[src/rtl/dcache_pkg.sv]
// Shared types, field widths and address-split helpers for the data cache.
package dcache_pkg;

  localparam int ADDR_W  = 16;
  localparam int DATA_W  = 16;
  localparam int IDX_W   = 3;
  localparam int OFF_W   = 2;
  localparam int TAG_W   = ADDR_W - IDX_W - OFF_W;
  localparam int LINE_W  = DATA_W << OFF_W;
  localparam int LADDR_W = ADDR_W - OFF_W;
  localparam int NLINES  = 1 << IDX_W;

  typedef enum logic [1:0] {
    IDLE = 2'd0,
    WB   = 2'd1,
    FILL = 2'd2,
    DONE = 2'd3
  } state_e;

  function automatic logic [TAG_W-1:0] addr_tag(input logic [ADDR_W-1:0] a);
    return a[ADDR_W-1 -: TAG_W];
  endfunction

  function automatic logic [IDX_W-1:0] addr_idx(input logic [ADDR_W-1:0] a);
    return a[OFF_W +: IDX_W];
  endfunction

  function automatic logic [OFF_W-1:0] addr_off(input logic [ADDR_W-1:0] a);
    return a[OFF_W-1:0];
  endfunction

endpackage

[src/rtl/dcache_array.sv]
// Line storage: valid/dirty flags (reset), tag and data arrays (not reset).
// Reads are asynchronous on idx_i; writes happen at the clock edge.
module dcache_array
  import dcache_pkg::*;
(
  input  logic              clk_i,
  input  logic              rst_i,
  input  logic [IDX_W-1:0]  idx_i,
  input  logic [OFF_W-1:0]  off_i,
  input  logic              word_we_i,
  input  logic [DATA_W-1:0] word_data_i,
  input  logic              line_we_i,
  input  logic [TAG_W-1:0]  line_tag_i,
  input  logic [LINE_W-1:0] line_data_i,
  input  logic              dirty_clr_i,
  output logic              valid_o,
  output logic              dirty_o,
  output logic [TAG_W-1:0]  tag_o,
  output logic [LINE_W-1:0] line_o
);

  logic [NLINES-1:0] valid_q;
  logic [NLINES-1:0] dirty_q;
  logic [TAG_W-1:0]  tag_q  [NLINES];
  logic [LINE_W-1:0] data_q [NLINES];

  // Per-line status flags: a fill validates and cleans, a store dirties, a writeback cleans.
  always_ff @(posedge clk_i or posedge rst_i) begin
    if (rst_i) begin
      valid_q <= '0;
      dirty_q <= '0;
    end else begin
      if (line_we_i) begin
        valid_q[idx_i] <= 1'b1;
        dirty_q[idx_i] <= 1'b0;
      end else if (word_we_i) begin
        dirty_q[idx_i] <= 1'b1;
      end else if (dirty_clr_i) begin
        dirty_q[idx_i] <= 1'b0;
      end
    end
  end

  // Tag and data payload; contents are undefined until the first fill of a line.
  always_ff @(posedge clk_i) begin
    if (line_we_i) begin
      tag_q[idx_i]  <= line_tag_i;
      data_q[idx_i] <= line_data_i;
    end else if (word_we_i) begin
      data_q[idx_i][int'(off_i)*DATA_W +: DATA_W] <= word_data_i;
    end
  end

  assign valid_o = valid_q[idx_i];
  assign dirty_o = dirty_q[idx_i];
  assign tag_o   = tag_q[idx_i];
  assign line_o  = data_q[idx_i];

endmodule

[src/rtl/d_cache_ctrl.sv]
// Direct-mapped write-back/write-allocate data cache controller for the MEM stage.
// d_hit is combinational so hits complete with zero latency; memory-side outputs are registered.
module d_cache_ctrl
  import dcache_pkg::*;
(
  input  logic               clk,
  input  logic               rst,
  input  logic               re,
  input  logic               we,
  input  logic [ADDR_W-1:0]  addr,
  input  logic [DATA_W-1:0]  wdata,
  output logic [DATA_W-1:0]  rdata,
  output logic               d_hit,
  output logic               mem_re,
  output logic               mem_we,
  output logic [LADDR_W-1:0] mem_addr,
  output logic [LINE_W-1:0]  mem_wdata,
  input  logic [LINE_W-1:0]  mem_rdata,
  input  logic               mem_rdy
);

  state_e               state_q;
  logic                 mem_re_q;
  logic                 mem_we_q;
  logic [LADDR_W-1:0]   mem_addr_q;
  logic [LINE_W-1:0]    mem_wdata_q;

  logic [TAG_W-1:0]     tag_in;
  logic [IDX_W-1:0]     idx_in;
  logic [OFF_W-1:0]     off_in;
  logic                 line_valid;
  logic                 line_dirty;
  logic [TAG_W-1:0]     line_tag;
  logic [LINE_W-1:0]    line_data;
  logic                 access;
  logic                 hit;
  logic                 word_we;
  logic                 line_we;
  logic                 dirty_clr;
  logic                 d_hit_d;
  logic [DATA_W-1:0]    rdata_d;

  assign tag_in = addr_tag(addr);
  assign idx_in = addr_idx(addr);
  assign off_in = addr_off(addr);

  dcache_array u_array (
    .clk_i       (clk),
    .rst_i       (rst),
    .idx_i       (idx_in),
    .off_i       (off_in),
    .word_we_i   (word_we),
    .word_data_i (wdata),
    .line_we_i   (line_we),
    .line_tag_i  (tag_in),
    .line_data_i (mem_rdata),
    .dirty_clr_i (dirty_clr),
    .valid_o     (line_valid),
    .dirty_o     (line_dirty),
    .tag_o       (line_tag),
    .line_o      (line_data)
  );

  // Lookup, array write strobes and the pipeline-facing hit/load data.
  always_comb begin
    access    = re | we;
    hit       = line_valid & (line_tag == tag_in);
    word_we   = 1'b0;
    line_we   = 1'b0;
    dirty_clr = 1'b0;
    d_hit_d   = 1'b0;
    rdata_d   = '0;
    case (state_q)
      IDLE: begin
        d_hit_d = ~access | hit;
        word_we = we & hit;
        if (re & ~we & hit) begin
          rdata_d = line_data[int'(off_in)*DATA_W +: DATA_W];
        end else begin
          rdata_d = '0;
        end
      end
      WB:      dirty_clr = mem_rdy;
      FILL:    line_we   = mem_rdy;
      DONE:    d_hit_d   = 1'b0;
      default: d_hit_d   = 1'b0;
    endcase
  end

  // Miss sequencer: writeback of a dirty victim, line fill, then one bubble before re-lookup.
  always_ff @(posedge clk or posedge rst) begin
    if (rst) begin
      state_q     <= IDLE;
      mem_re_q    <= 1'b0;
      mem_we_q    <= 1'b0;
      mem_addr_q  <= '0;
      mem_wdata_q <= '0;
    end else begin
      case (state_q)
        IDLE: begin
          if (access && !hit) begin
            if (line_valid && line_dirty) begin
              state_q     <= WB;
              mem_we_q    <= 1'b1;
              mem_addr_q  <= {line_tag, idx_in};
              mem_wdata_q <= line_data;
            end else begin
              state_q    <= FILL;
              mem_re_q   <= 1'b1;
              mem_addr_q <= {tag_in, idx_in};
            end
          end
        end
        WB: begin
          if (mem_rdy) begin
            state_q    <= FILL;
            mem_we_q   <= 1'b0;
            mem_re_q   <= 1'b1;
            mem_addr_q <= {tag_in, idx_in};
          end
        end
        FILL: begin
          if (mem_rdy) begin
            state_q  <= DONE;
            mem_re_q <= 1'b0;
          end
        end
        DONE: begin
          state_q <= IDLE;
        end
        default: begin
          state_q  <= IDLE;
          mem_re_q <= 1'b0;
          mem_we_q <= 1'b0;
        end
      endcase
    end
  end

  assign d_hit     = d_hit_d;
  assign rdata     = rdata_d;
  assign mem_re    = mem_re_q;
  assign mem_we    = mem_we_q;
  assign mem_addr  = mem_addr_q;
  assign mem_wdata = mem_wdata_q;

endmodule

[config.mk]
export PLATFORM = sky130hd
export DESIGN_NAME = d_cache_ctrl
export DESIGN_NICKNAME = d
export VERILOG_FILES = /design/src/rtl/dcache_pkg.sv /design/src/rtl/dcache_array.sv /design/src/rtl/d_cache_ctrl.sv
export SDC_FILE = /design/constraint.sdc
export NUM_CORES = 1
export LEC_CHECK = 0
export CAP_MARGIN = 20
export CELL_PAD_IN_SITES_DETAIL_PLACEMENT = 0
export CELL_PAD_IN_SITES_GLOBAL_PLACEMENT = 1
export CORE_MARGIN = 2
export CORE_UTILIZATION = 42
export DETAILED_ROUTE_END_ITERATION = 6
export PLACE_DENSITY_LB_ADDON = 0.1
export SYNTH_ARGS = -nofsm -noshare
export SYNTH_HDL_FRONTEND = slang
export SYNTH_SLANG_ARGS = --single-unit
export TNS_END_PERCENT = 100
[constraint.sdc]
create_clock -name clk -period 9 [get_ports clk]
set_input_delay 1.35 -clock clk [delete_from_list [all_inputs] [get_ports clk]]
set_output_delay 1.35 -clock clk [all_outputs]
set_load 0.01 [all_outputs]
==> results.md <==
- CP endpoint kind: output port
- Share of cells above drive strength 1: 0.1456
- Area of the multi-input gates: between 6000 and 7000 um2
- Hold Fails Final Rpt: 0
- Final-report setup violation count: 0
- DR vias/cell: 5.950
- Vias in the first global route: between 15000 and 20000
- Post-DR wirelength/cell: around 31 um
- RePlAce Congestion: 0.7849
- Worst setup SP type: input pin
- Total congestion overflow: 0
- Largest net degree at the start of global routing: 67
- CTS resizes: 0
- Relative slew margins: 0.1898
- DP Wirelength: 55700 um
- Sink Count: ~700
- Kind of critical path: in2out
- WHS Endpoint: u_array.valid_q[6]
- Synth warnings: 0
- Synth Register Bits: around 700
- Path depth of the worst reg2reg path: 9
- Clock latency at the later pin of the worst-skew pair: ~0.62 ns
- Max cap viols: 0
- Hold Path Cell Cnt: 1
- Reg2reg start: u_array.tag_q[3][9]
- CP max FO: 27
- Min-Delay Path Class: reg2reg
- R2R Path End: u_array.data_q[7][60]
- Power per cell area: around 220 nW/um2
- Synth async-reset ratio: 0.1404
- CTS Buffer Depth: 3
- Drt drc: 0
- Die Height: about 260 um
- Clk_skew: 0.02151 ns
- Layout Nets: roughly 2100
- Num CTS Buffers: 75
- Final setup TNS: 0 ns
- Data required, critical path: around 7.7 ns
- Area Overhead vs Synth: 19.76%
- Die X: 261.9 um
- Layout fillers: between 5000 and 6000
- Hold-fix buffers at CTS: 0
- # Post-CTS Setup Buffers: 0
- Unrepaired setup endpoints after global routing: no
- IO Pins: roughly 200
- Post-Synthesis Cells: about 1800
- 1st-iter DRT viols: 1898
- Post-synth EDFFs: 600
- Antenna violations before repair: 1
- # rows: 94
- Dpl cells: between 2000 and 3000
- Post-synthesis sequential area ratio: 0.7328
- Routed wire length: roughly 90000 um
- FF-to-FF setup slack: 4.53 ns
- Reg clk slew, reported paths: ~0.06 ns
- CTS tree: done
- Critical path arrival: approximately 5.4 ns
- Hold Crit Start: u_array.valid_q[6]
- Root buf cell: clkbuf_16
- Tcrit/Tclk final: 0.7494
- Fmax: 148.3 MHz
- Max IR drop VDD: about 0.00012 V
- Top FF cell, synth: edfxtp_1
- Number of port buffers: slightly below 200
- Outcome: complete, no violations
- Inserted Diodes: 0
- Global Route Usage Sum: 0.2626
- Core Box Area: approximately 66000 um2
- H-tree Lvls: 3
- First-pass GRT wire length: 126400 um
- Worst Tran Pin Value: about 1.2 ns
- Area of the mapped netlist: around 28000 um2
- Die ar.: approximately 69000 um2
- Post-Syn Area per Cell: 15.84 um2
- Yosys cell types: 66
- Initial Utilization: 0.4248
- Finished Layout Cells: just under 3000
- Syn Nets: 1873
- Drt pass-1 iters: 5
- Minimum clock period: roughly 6.7 ns
- Vias: approximately 17000
- Sequential Area: between 20000 and 25000 um2
- Max-slew violation count: 0
- Leak: 12.01 nW
- Post-route ant nets: 0
-- area by class of cell --
cell class / count / share of cell area
timing repair buffer: 270 / 0.07645
sequential: 698 / 0.6119
tap: 864 / 0.03232
multi-input combinational: 880 / 0.2009
clock buffer: 103 / 0.06299
clock inverter: 31 / 0.006434
inverter: 79 / 0.008940
-- cell usage after synthesis, types with 6 or more instances --
cell type  count  share of area
a21oi_1       18         0.0032
a221o_1       13         0.0047
a221oi_1      23         0.0072
a22o_1        20         0.0063
a22oi_1      209          0.056
and2_1         6         0.0013
and3_1         6         0.0013
buf_1         16         0.0022
buf_2         19         0.0034
buf_4          8         0.0022
buf_6          9         0.0036
clkbuf_1      54         0.0073
dfrtp_1       98          0.088
edfxtp_1     600           0.65
ha_1           9         0.0040
inv_1         78          0.010
mux2_2        66          0.027
mux2i_1       99          0.035
mux4_2        20          0.016
nand2_1       94          0.013
nand3_1       16         0.0029
nand4_1       36         0.0081
nor2_1        77          0.010
nor2b_1       18         0.0040
nor3_1         9         0.0016
o21a_1         7         0.0019
o21ai_0       47         0.0084
or2_2          8         0.0018
xor2_1         6         0.0019
-- cell usage in the layout (no fill, tap or decap), types with 23 or more instances in the layout --
cell | netlist | layout
edfxtp_1 | 600 | 600
a221oi_1 | 23 | 23
inv_1 | 78 | 77
mux2i_1 | 99 | 99
o21ai_0 | 47 | 47
nand4_1 | 36 | 36
clkbuf_16 | 0 | 79
buf_4 | 8 | 69
a22oi_1 | 209 | 209
clkdlybuf4s50_1 | 0 | 194
mux2_2 | 66 | 66
dfrtp_1 | 98 | 98
nor2_1 | 77 | 72
nand2_1 | 94 | 94
-- power breakdown --
part           switching [mW]  total [mW]  internal, mW  leakage (nW)
Sequential             0.0540        3.72          3.67          6.72
Combinational           0.513       0.829         0.316          4.15
Clock                    1.23        2.95          1.72          1.14
-- critical path: stages --
cell             delay [ns]
buf_2                  0.52
nor2b_1                0.74
nor2b_4                0.79
buf_4                  0.39
a22o_1                 0.17
a221oi_1               0.04
and3_1                 0.29
a211o_1                0.32
o21a_1                 0.11
nor2_1                 0.09
clkdlybuf4s50_1        0.55
-- flip-flops by register name, indices dropped and copies added (netlist names), named ones only --
| name | cells |
|---|---|
| u_array.data_q | 512 |
| mem_re | 1 |
| state_q | 2 |
| u_array.valid_q | 8 |
| mem_wdata | 64 |
| mem_addr | 14 |
| u_array.tag_q | 88 |
| mem_we | 1 |
-- routing by layer --
| layer | vias to the layer above | routed length [um] | track usage |
|---|---|---|---|
| met5 | - | 0 | 0 |
| met4 | 0 | 2339 | 0.08049 |
| met3 | 118 | 5996 | 0.03974 |
| met2 | 771 | 44010 | 0.4348 |
| met1 | 9128 | 37490 | 0.3599 |
| li1 | 7388 | - | - |
-- how the worst max path moves through the flow --
stage                      to  cells after the start  startpoint
CTS                 rdata[12]                     11     addr[3]
detailed placement  rdata[12]                     11     addr[3]
finish              rdata[12]                     11     addr[3]
floorplan           rdata[10]                     13     addr[3]
global route        rdata[12]                     11     addr[3]
global placement     rdata[5]                     11     addr[3]
-- per-stage QoR --
stage               cell area (um2)  hold WS (ns)  worst slack, ns  utilization  total power [mW]
global route                  33450        0.4916            2.039       0.5088             7.726
floorplan                     27930        0.4334            3.978            -             4.221
finish                        33450        0.4616            2.255       0.5088             7.502
detailed placement            31100        0.4552            2.215       0.4731             4.620
CTS                           33420        0.4676            2.195       0.5084             7.542
global placement              31090        0.4462            2.269       0.4728             4.604
-- cells by family after synthesis --
kind of cell	Yosys count	synth area share
adder cells (fa/ha/maj)	9	0.004032
AND/OR/NAND/NOR	298	0.05255
multiplexers	186	0.07902
flip-flops	698	0.7328
buffers and inverters	185	0.02921
XOR/XNOR	10	0.003135
AO/OA/AOI/OAI	377	0.09922
No activity file was read; power rests on OpenSTA's default activity.
